`config.mk`:
```
export PLATFORM = sky130hd
export DESIGN_NAME = line_raster_ctrl
export DESIGN_NICKNAME = d
export VERILOG_FILES = /design/src/rtl/line_raster_ctrl.sv
export SDC_FILE = /design/constraint.sdc
export NUM_CORES = 1
export LEC_CHECK = 0
export ABC_AREA = 0
export CORE_AREA = 8 8 109 111
export CTS_BUF_LIST = sky130_fd_sc_hd__clkbuf_8
export DETAILED_ROUTE_END_ITERATION = 10
export DIE_AREA = 0 0 117 119
export PLACE_DENSITY_LB_ADDON = 0.25
export SLEW_MARGIN = 15
export SYNTH_ARGS = -nofsm -noshare
export SYNTH_HDL_FRONTEND = slang
export SYNTH_SLANG_ARGS = --single-unit
```
`constraint.sdc`:
```
create_clock -name clk -period 10.8 [get_ports clk]
set_input_delay 2.16 -clock clk [delete_from_list [all_inputs] [get_ports clk]]
set_output_delay 2.16 -clock clk [all_outputs]
set_load 0.005 [all_outputs]
```
`src/rtl/line_raster_ctrl.sv`:
```
// Bresenham line rasterizer: accepts one (x0,y0)->(x1,y1) command and streams
// every integer point of the line over a valid/ready interface.
module line_raster_ctrl #(
    parameter int COORD_W = 8
) (
    input  logic               clk,
    input  logic               rst_n,
    input  logic               cmd_valid,
    output logic               cmd_ready,
    input  logic [COORD_W-1:0] x0,
    input  logic [COORD_W-1:0] y0,
    input  logic [COORD_W-1:0] x1,
    input  logic [COORD_W-1:0] y1,
    input  logic               abort,
    output logic               pt_valid,
    input  logic               pt_ready,
    output logic [COORD_W-1:0] pt_x,
    output logic [COORD_W-1:0] pt_y,
    output logic               pt_last,
    output logic               busy,
    output logic [COORD_W:0]   pt_count
);

    // Two extra bits: one for the sign, one so that 2*err never overflows.
    localparam int EW = COORD_W + 2;

    typedef enum logic [1:0] {IDLE, SETUP, DRAW} state_t;

    state_t                r_state, w_next;
    logic [COORD_W-1:0]    r_x, r_y, r_x1, r_y1;
    logic signed [EW-1:0]  r_dx, r_dy, r_err;
    logic                  r_sx_neg, r_sy_neg;
    logic [COORD_W:0]      r_count;

    logic                  w_cmd_hs, w_pt_hs, w_at_end;
    logic                  w_step_x, w_step_y;
    logic signed [EW-1:0]  w_e2, w_adx, w_ady, w_err_nx;

    assign w_cmd_hs = cmd_valid & cmd_ready;
    assign w_pt_hs  = pt_valid & pt_ready;
    assign w_at_end = (r_x == r_x1) && (r_y == r_y1);

    assign w_adx = (r_x1 > r_x) ? EW'(r_x1 - r_x) : EW'(r_x - r_x1);
    assign w_ady = (r_y1 > r_y) ? EW'(r_y1 - r_y) : EW'(r_y - r_y1);

    assign w_e2     = r_err <<< 1;
    assign w_step_x = (w_e2 >= r_dy);
    assign w_step_y = (w_e2 <= r_dx);
    assign w_err_nx = r_err + (w_step_x ? r_dy : '0) + (w_step_y ? r_dx : '0);

    always_ff @(posedge clk or negedge rst_n) begin
        if (!rst_n) r_state <= IDLE;
        else        r_state <= w_next;
    end

    always_comb begin
        w_next    = r_state;
        cmd_ready = 1'b0;
        pt_valid  = 1'b0;
        busy      = 1'b1;
        case (r_state)
            IDLE: begin
                cmd_ready = 1'b1;
                busy      = 1'b0;
                if (cmd_valid) w_next = SETUP;
            end
            SETUP: w_next = abort ? IDLE : DRAW;
            DRAW: begin
                pt_valid = 1'b1;
                if (abort || (w_pt_hs && w_at_end)) w_next = IDLE;
            end
            default: w_next = IDLE;
        endcase
    end

    always_ff @(posedge clk or negedge rst_n) begin
        if (!rst_n) begin
            r_x      <= '0;
            r_y      <= '0;
            r_x1     <= '0;
            r_y1     <= '0;
            r_dx     <= '0;
            r_dy     <= '0;
            r_err    <= '0;
            r_sx_neg <= 1'b0;
            r_sy_neg <= 1'b0;
            r_count  <= '0;
        end else begin
            if (w_cmd_hs) begin
                r_x     <= x0;
                r_y     <= y0;
                r_x1    <= x1;
                r_y1    <= y1;
                r_count <= '0;
            end
            if (r_state == SETUP) begin
                r_dx     <= w_adx;
                r_dy     <= -w_ady;
                r_err    <= w_adx - w_ady;
                r_sx_neg <= !(r_x < r_x1);
                r_sy_neg <= !(r_y < r_y1);
            end
            // A handshake in the abort cycle still counts; only the stepping stops.
            if (r_state == DRAW && w_pt_hs) begin
                r_count <= r_count + (COORD_W+1)'(1);
                if (!w_at_end && !abort) begin
                    r_err <= w_err_nx;
                    if (w_step_x) r_x <= r_sx_neg ? r_x - COORD_W'(1) : r_x + COORD_W'(1);
                    if (w_step_y) r_y <= r_sy_neg ? r_y - COORD_W'(1) : r_y + COORD_W'(1);
                end
            end
        end
    end

    assign pt_x     = r_x;
    assign pt_y     = r_y;
    assign pt_last  = (r_state == DRAW) && w_at_end;
    assign pt_count = r_count;

endmodule

```
==> run metrics, run 1 <==
status finished clean; CP max FO 4; CP Launch Type register; setup tns final 0 ns; Setup Viol. Count Final 0; worst reg2reg path depth 17; Hold Vio Cnt, Final 0; multi-input gate area in the final layout a little over 4000 um2; critical path type register to output pin; gp weighted congestion between 0.8 and 0.9; Row Count 37; Worst-Margin Slew between 0.9 and 1 ns; core area roughly 10000 um2; ANT nets after route 0; vias roughly 5400; Synth Cell Area roughly 6300 um2; DP Wirelength between 10 and 15 mm; synth-to-layout area growth 15.29%; Post-synth EDFFs 0; Port Buffers 65; Synth Instances 740; total CTS buffers 9; post-synth net total just under 900; post-CTS setup buffers 0; wire per inst ~17 um; gr ovfl total 0; Reg clk slew, reported paths ~0.08 ns; Setup crit end pt_last; gr usage total 0.2308; Starting Density 0.6229; number of DRC markers in iteration 0 a little over 400; Seq/Total Area, Yosys 0.2906; full die area 13920 um2; MaxCap Viol Count 0; Die Wd ~120 um; setup ws final slightly above 6 ns; Final Skew about 0.010 ns; Sequential Area roughly 1800 um2; CTS root buf clkbuf_8; #FFs+latches synth 73; Yosys cell types between 60 and 70; antenna violations before repair 0; Post-synth ARST share 1.000; synthesized area per cell between 8 and 9 um2; hold buffers post-CTS 0; first-pass GRT wire length between 20 and 30 mm; post-CTS sizing 0; die height 119 um; Critical Path RT 8.64 ns; crit end category output pin; yosys warns 0; ys flop type dfrtp_1; CTS tree built; via/cell ratio 5.784; DR DRC count 0; Longest Clk Path Bufs 2; clk sinks 73; Slew headroom 0.3691; Hold WC Path Type register to register; worst r2r src pt_y[1]$_DFF_PN0_; post-layout min period around 4.7 ns; pre-CTS setup slack about 6 ns; Fmax around 210 MHz; Slew Viols, Final 0; Fill cells approximately 810; ant diodes 0; arrival time at the worst endpoint approximately 2.6 ns; HP Start r_dy[4]$_DFFE_PN0N_; RSZ-0062 raised after global routing false; boundary pin count 66; Worst R2R Setup Slack ~6.1 ns; Pre-antenna DRT Iters 5; period utilization 0.4389; ratio of cells with drive above 1 in the final layout 0.03880; Clock H-tree levels 3; largest net degree at the start of global routing 74; DRT Wirelength 15.46 mm; Final nets a little over 900; CP Launch Point pt_x[6]$_DFF_PN0_; Worst-Skew Late Latency 0.36 ns; vias in the first global route 5492; Critical R2R Capture r_err[8]$_DFF_PN0_
## per-layer routing
layer,vias to the layer above,part of all wire,track usage
li1,2669,-,-
met1,2556,0.47,0.3089
met2,163,0.47,0.3672
met3,20,0.045,0.04649
met4,0,0.018,0.06805
met5,-,0,0
## flip-flops by register name, indices dropped and copies added (netlist names)
signal    count
r_x1          8
r_state       2
r_dy         10
pt_x          8
pt_y          8
pt_count      9
r_err         9
r_y1          8
r_sx_neg      1
r_sy_neg      1
r_dx          9
## cell families after synthesis
logic type | synth area share
DFF | 0.2906
buffers and inverters | 0.06349
AOI/OAI and AO/OA | 0.2042
muxes | 0.02826
xor gates and xnor gates | 0.05713
adders and majority gates | 0.2082
and+or+nand+nor | 0.1481
## layout by cell type, fill, tap and decap left out, types with 6 or more instances in the layout
master | Yosys | routed
o21ai_0 | 71 | 71
nor2b_1 | 11 | 11
xor2_1 | 14 | 14
xnor2_1 | 27 | 27
clkbuf_8 | 0 | 10
and3_1 | 8 | 8
a21o_1 | 20 | 20
dfrtp_1 | 73 | 73
fa_1 | 16 | 16
clkdlybuf4s50_1 | 0 | 64
o21a_1 | 7 | 7
inv_1 | 75 | 75
nand2_1 | 80 | 80
mux2_2 | 6 | 6
o31ai_1 | 8 | 8
nand3_1 | 15 | 15
mux2i_1 | 11 | 11
nand2b_1 | 6 | 6
a31oi_1 | 8 | 8
ha_1 | 79 | 79
nor2_1 | 55 | 55
a21oi_1 | 52 | 52
## critical path, stage by stage (launching register included)
cell and delay (ns):
dfrtp_1 0.42, inv_1 0.09, ha_1 0.35, and2_1 0.21, and3_1 0.19, nand2_1 0.15, nor2_1 0.13, and3_1 0.17
clkdlybuf4s50_1 0.51
## synth_stat cells, drive strengths merged (7+ instances only)
master   n  area, um2
a21o    20      150.1
xnor2   27      236.5
a31oi    8      50.05
nor2    55      206.5
nor2b   11      68.82
xor2    14      122.6
fa      16      320.3
clkbuf  21      78.83
nand3   15      75.07
mux2i   11      110.1
a21oi   52      260.3
ha      79      988.5
o21ai   73      365.3
dfrtp   73       1827
o21a     7      52.55
inv     76      285.3
o31ai    9      72.57
and3     9      61.31
nand2   80      300.3
## per-stage QoR
step	instance area [um2]	cells	utilization	hold WS [ns]
after floorplan	6286	740	-	0.4485
after global placement	7018	919	0.6954	0.4669
after detailed placement	7018	919	0.6954	0.4705
after CTS	7247	935	0.7181	0.4890
after global routing	7247	935	0.7181	0.5114
final	7247	935	0.7181	0.4850
## final cells by class
type                            instances  share of cell area
Sequential cell                        73              0.2521
Tap cell                              136             0.02348
Timing Repair Buffer                   69             0.09323
Inverter                               76             0.03936
Clock buffer                           10             0.01899
Multi-Input combinational cell        565              0.5603
Clock inverter                          6             0.01260
## worst min-delay path by stage
| stage | end | slack [ns] | cells after the start |
|---|---|---|---|
| floorplan | r_dy[2]$_DFFE_PN0N_ | 0.45 | 2 |
| global placement | r_dy[4]$_DFFE_PN0N_ | 0.47 | 2 |
| detailed placement | r_dy[4]$_DFFE_PN0N_ | 0.47 | 2 |
| CTS | r_dy[4]$_DFFE_PN0N_ | 0.49 | 2 |
| global route | r_dy[4]$_DFFE_PN0N_ | 0.51 | 2 |
| finish | r_dy[4]$_DFFE_PN0N_ | 0.49 | 2 |
Power of run 1 is left out: the tool's default activity adds up to more than one toggle a clock period on the data nets, which glitch-free logic cannot reach.
==> run 2: changes to the inputs <==
Settings changed: CORE_AREA 8 8 109 111 to 8 8 112 114, DIE_AREA 0 0 117 119 to 0 0 120 122.
Clock period 10.8 ns to 4.7 ns, I/O delays scaled along.
==> run metrics, run 2 (synthesis results as in run 1) <==
commonest non-fill, non-tap cells in the layout nand2_1 (80), ha_1 (76), inv_1 (74) (was nand2_1 (80), ha_1 (79), inv_1 (75)); Critical R2R Capture r_err[8]$_DFF_PN0_ (unchanged); period utilization 0.9558; Hold WC Path Type register to register (unchanged); CP Launch Type register (unchanged); setup ws final 0.2079 ns (was 6.060 ns); Clock H-tree levels 3 (unchanged); antenna violations before repair 0 (unchanged); Hold Path Stages 2 (unchanged); critical path depth 17 (was 8); CTS tree built (unchanged); Hold Path Sink r_dy[4]$_DFFE_PN0N_ (unchanged); vias in the first global route 5834 (was 5492); via/cell ratio 5.878 (was 5.784); largest net degree at the start of global routing 50 (was 74); worst reg2reg path depth 17 (unchanged); max reg flops 10 (unchanged); Critical Path RT 4.92 ns (was 8.64 ns); pre-CTS setup slack 0.1203 ns (was 5.999 ns); post-layout util 0.6857 (was 0.7181); most common cell after layout, fill and taps aside nand2_1 (unchanged); DRT Wirelength 16.22 mm (was 15.46 mm); Slew headroom 0.4965 (was 0.3691); Row Count 38 (was 37); Hold Vio Cnt, Final 0 (unchanged); Setup Viol. Count Final 0 (unchanged); Worst R2R Setup Slack 0.21 ns (was 6.08 ns); HP Start r_dy[4]$_DFFE_PN0N_ (unchanged); arrival time at the worst endpoint 4.71 ns (was 2.58 ns); CP Cell Sequence inv_1, ha_2, a211o_1, a221o_1, o211a_4, mux2i_2, xor2_2, ha_1, a21o_1, a21oi_1, nor2b_1, o21a_1, o41a_1, and3_1, o2111a_1, nor2_1, a31oi_1 (was inv_1, ha_1, and2_1, and3_1, nand2_1, nor2_1, and3_1, clkdlybuf4s50_1); post-layout min period about 4.5 ns; Starting Density 0.5876 (was 0.6229); Reg clk slew, reported paths 0.08 ns (about the same); Worst-Skew Late Latency 0.37 ns (was 0.36 ns); gr ovfl total 0 (unchanged); gr usage total 0.2311 (was 0.2308); ant diodes 0 (unchanged); MaxCap Viol Count 0 (unchanged); worst r2r src pt_y[2]$_DFF_PN0_ (was pt_y[1]$_DFF_PN0_); total CTS buffers 9 (unchanged); crit end category register (was output pin); Slew Viols, Final 0 (unchanged); clk sinks 73 (unchanged); Pre-antenna DRT Iters 5 (unchanged); vias 5561 (was 5408); DR DRC count 0 (unchanged); Final nets 933 (was 926); boundary pin count 66 (unchanged); core area 10700 um2 (was 10090 um2); status finished clean (unchanged); Final Skew 0.01375 ns (was 0.01048 ns); Die Wd 120 um (was 117 um); Largest delay share family, worst path compound AO/OA/AOI/OAI gates (was simple AND/OR/NAND/NOR gates); full die area 14640 um2 (was 13920 um2); CP max stage cell dfrtp_1 (was clkdlybuf4s50_1); Worst-Margin Slew 0.7552 ns (was 0.9464 ns); hold buffers post-CTS 0 (unchanged); DP Wirelength 12.56 mm (was 12.12 mm); ANT nets after route 0 (unchanged); Buf+Inv Stages, Crit Path 1 (was 2); CTS root buf clkbuf_8 (unchanged); CP max FO 9 (was 4); die height 122 um (was 119 um); critical path type register to register (was register to output pin); synth-to-layout area growth 16.70% (was 15.29%); wire per inst 17.15 um (was 16.53 um); first-pass GRT wire length 27.68 mm (was 26.14 mm); number of DRC markers in iteration 0 477 (was 414); Port Buffers 65 (unchanged); gp weighted congestion 0.9178 (was 0.8595); Longest Clk Path Bufs 2 (unchanged); ratio of cells with drive above 1 in the final layout 0.06079 (was 0.03880); Fmax between 200 and 250 MHz; CP max stage delay 0.42 ns (was 0.51 ns); Largest Register r_dy (unchanged)
run 2: changes by cell type in the layout (fill, tap and decap cells not counted), sizes merged:
cell	delta
buf	+7
clkbuf	-1
clkinv	+3
clkinvlp	-2
run 2: layout make-up:
class	instances	area, um2
clock buffers	9	123.9
multi-input cells	565	4100
well taps	140	175.2
inverters	76	285.3
repair buffers	76	728.2
clock inverters	7	95.09
flip-flops and latches	73	1828
fillers	890	3362
run 2: metal layers:
layer	vias to the layer above	track usage	share of wire
met1	2650	0.2862	0.43
met2	201	0.3723	0.47
met4	0	0.1062	0.027
li1	2675	-	-
met5	-	0	0
met3	35	0.06108	0.065
run 2: worst max path at each step:
stage                                     to              start  slack [ns]
after CTS                 r_err[8]$_DFF_PN0_  pt_y[1]$_DFF_PN0_        0.02
after global routing      r_err[8]$_DFF_PN0_  pt_y[2]$_DFF_PN0_       -0.03
final                     r_err[8]$_DFF_PN0_  pt_y[2]$_DFF_PN0_        0.21
after global placement    r_err[8]$_DFF_PN0_  pt_y[2]$_DFF_PN0_        0.33
after detailed placement  r_err[8]$_DFF_PN0_  pt_y[1]$_DFF_PN0_        0.12
after floorplan           r_err[8]$_DFF_PN0_  pt_x[1]$_DFF_PN0_        0.44
run 2: worst min-delay path, delay by kind of cell, from the launching register on:
| kind | cells | cell delay, ns |
|---|---|---|
| DFF | 1 | 0.35 |
| AOI/OAI and AO/OA | 1 | 0.06 |
| and+or+nand+nor | 1 | 0.05 |
run 2: what timing repair did:
action	CTS	global route
endpoints found under the setup margin	0	2
resized for setup	0	12
setup buffers	0	1
run 2: per-stage QoR:
stage,area (um2),hold WS [ns],instances,TNS (ns)
finish,7336,0.4935,946,0
global route,7336,0.5165,946,-0.02754
CTS,7287,0.4968,945,0
detailed placement,7068,0.4781,929,0
global placement,7068,0.4669,929,0
floorplan,6286,0.4485,740,0
Power of run 2 is left out for the same reason.
==> edit (settings of run 1) <==
Set the parameter `COORD_W` to 6 (it was 8).
--- a/src/rtl/line_raster_ctrl.sv
+++ b/src/rtl/line_raster_ctrl.sv
@@ -1,7 +1,7 @@
 // Bresenham line rasterizer: accepts one (x0,y0)->(x1,y1) command and streams
 // every integer point of the line over a valid/ready interface.
 module line_raster_ctrl #(
-    parameter int COORD_W = 8
+    parameter int COORD_W = 6
 ) (
     input  logic               clk,
     input  logic               rst_n,
Interface: changed (7 resized); port bits go from 66 to 52. No check against the original RTL was run, so the function may have changed too.
==> edit against run 1 <==
Sequential cell count down 16. Routed wire length shrank 30%. Synthesized cell count shrank 26%. Cell area is 23% lower. Sequential share of layout area increased by 0.23 points. Maximum frequency shrank 2.9%. First-iteration DRC count down 64%. Core utilization is 16 points lower. Global-route usage shrank 6.5 points. Count of clock-buffer cells in the layout rose by 1. Worst setup slack worse by 0.14 ns. Synthesized area is 24% lower.
Power is left out: the tool's default activity adds up to more than one toggle a clock period on the data nets, which glitch-free logic cannot reach.
==> edit: results <==
[final_layout]
n_all_inverters = 58
seq-cell-share = 0.254
seq_cell_count = 57
multi_input_area_share = 0.551
clock_buffers = 11
multi_input_gates = 415
clkCellAreaFrac = 0.0310
signal_buffers = 54
drive_above_1_share = 0.0533
nFillCells = 970
nNetsFinal = 697
largest_register_ffs = 8

[clock_tree]
insertion_delay_ns = 0.34

[logic_synthesis]
synth_nets = 650
yosysSeqAreaShare = 0.297
synth_area_leaders = "dfrtp_1 (30%), ha_1 (15%), fa_1 (5.8%), nand2_1 (5.0%), xnor2_1 (4.9%)"
yosysUniqueCellTypes = 53
synth_fa_ha_area_frac = 0.212
synth_top_cells_by_count = "nand2_1 (64), ha_1 (59), dfrtp_1 (57), inv_1 (57)"
muxShareOfSynthArea = 0.0414
synth-xor-area-share = 0.0565

[global_routing]
met1_usage = 0.211
grt_use_total = 0.166
met2_usage = 0.275
grt_pass1_vias = 3981
grt_start_max_net_pins = 58
grt_pass1_wl_mm = 18.7

[place]
hpwl_mm = 8.51
numPortBuffers = 51
globalplace.congestion = 0.850

[outcome]
status = "finished, final reports clean"

[routing]
via_per_inst = 5.24
routed_wl_mm = 10.9
drt_iter0_markers = 147
wl_met1_mm = 5.23
detailroute.wirelength.met2_mm = 5.06
met3_wirelength_um = 458

[sta]
tightest_slew_ns = 0.970
clock_skew_ns = 0.00876

[worst_setup_path]
critPathMaxFanout = 7
r2r-end = "r_err[6]"
startpoint = "pt_y[5]"
rrSetupSlack_ns = 6.51
## edit: how the worst min path moves through the flow
stage / startpoint / endpoint / slack (ns)
after floorplan: r_dy[7] / r_dy[7] / 0.45
after global placement: r_dy[7] / r_dy[7] / 0.47
after detailed placement: r_dy[7] / r_dy[7] / 0.48
after CTS: r_dy[7] / r_dy[7] / 0.50
after global routing: pt_count[6] / pt_count[6] / 0.51
final: r_dy[7] / r_dy[7] / 0.49
## edit: cells by family (layout without fill, tap and decap cells)
group	after synthesis	after routing
fa+ha+maj	73	73
compound gates	149	149
buf+inv	76	128
simple gates	143	143
xor+xnor	31	31
flops	57	57
mux	19	19
## edit: through the flow
stage / area (um2) / cells
6_report: 5610 / 736
5_1_grt: 5610 / 736
4_1_cts: 5610 / 736
3_5_place_dp: 5430 / 720
3_3_place_gp: 5430 / 720
2_1_floorplan: 4800 / 548
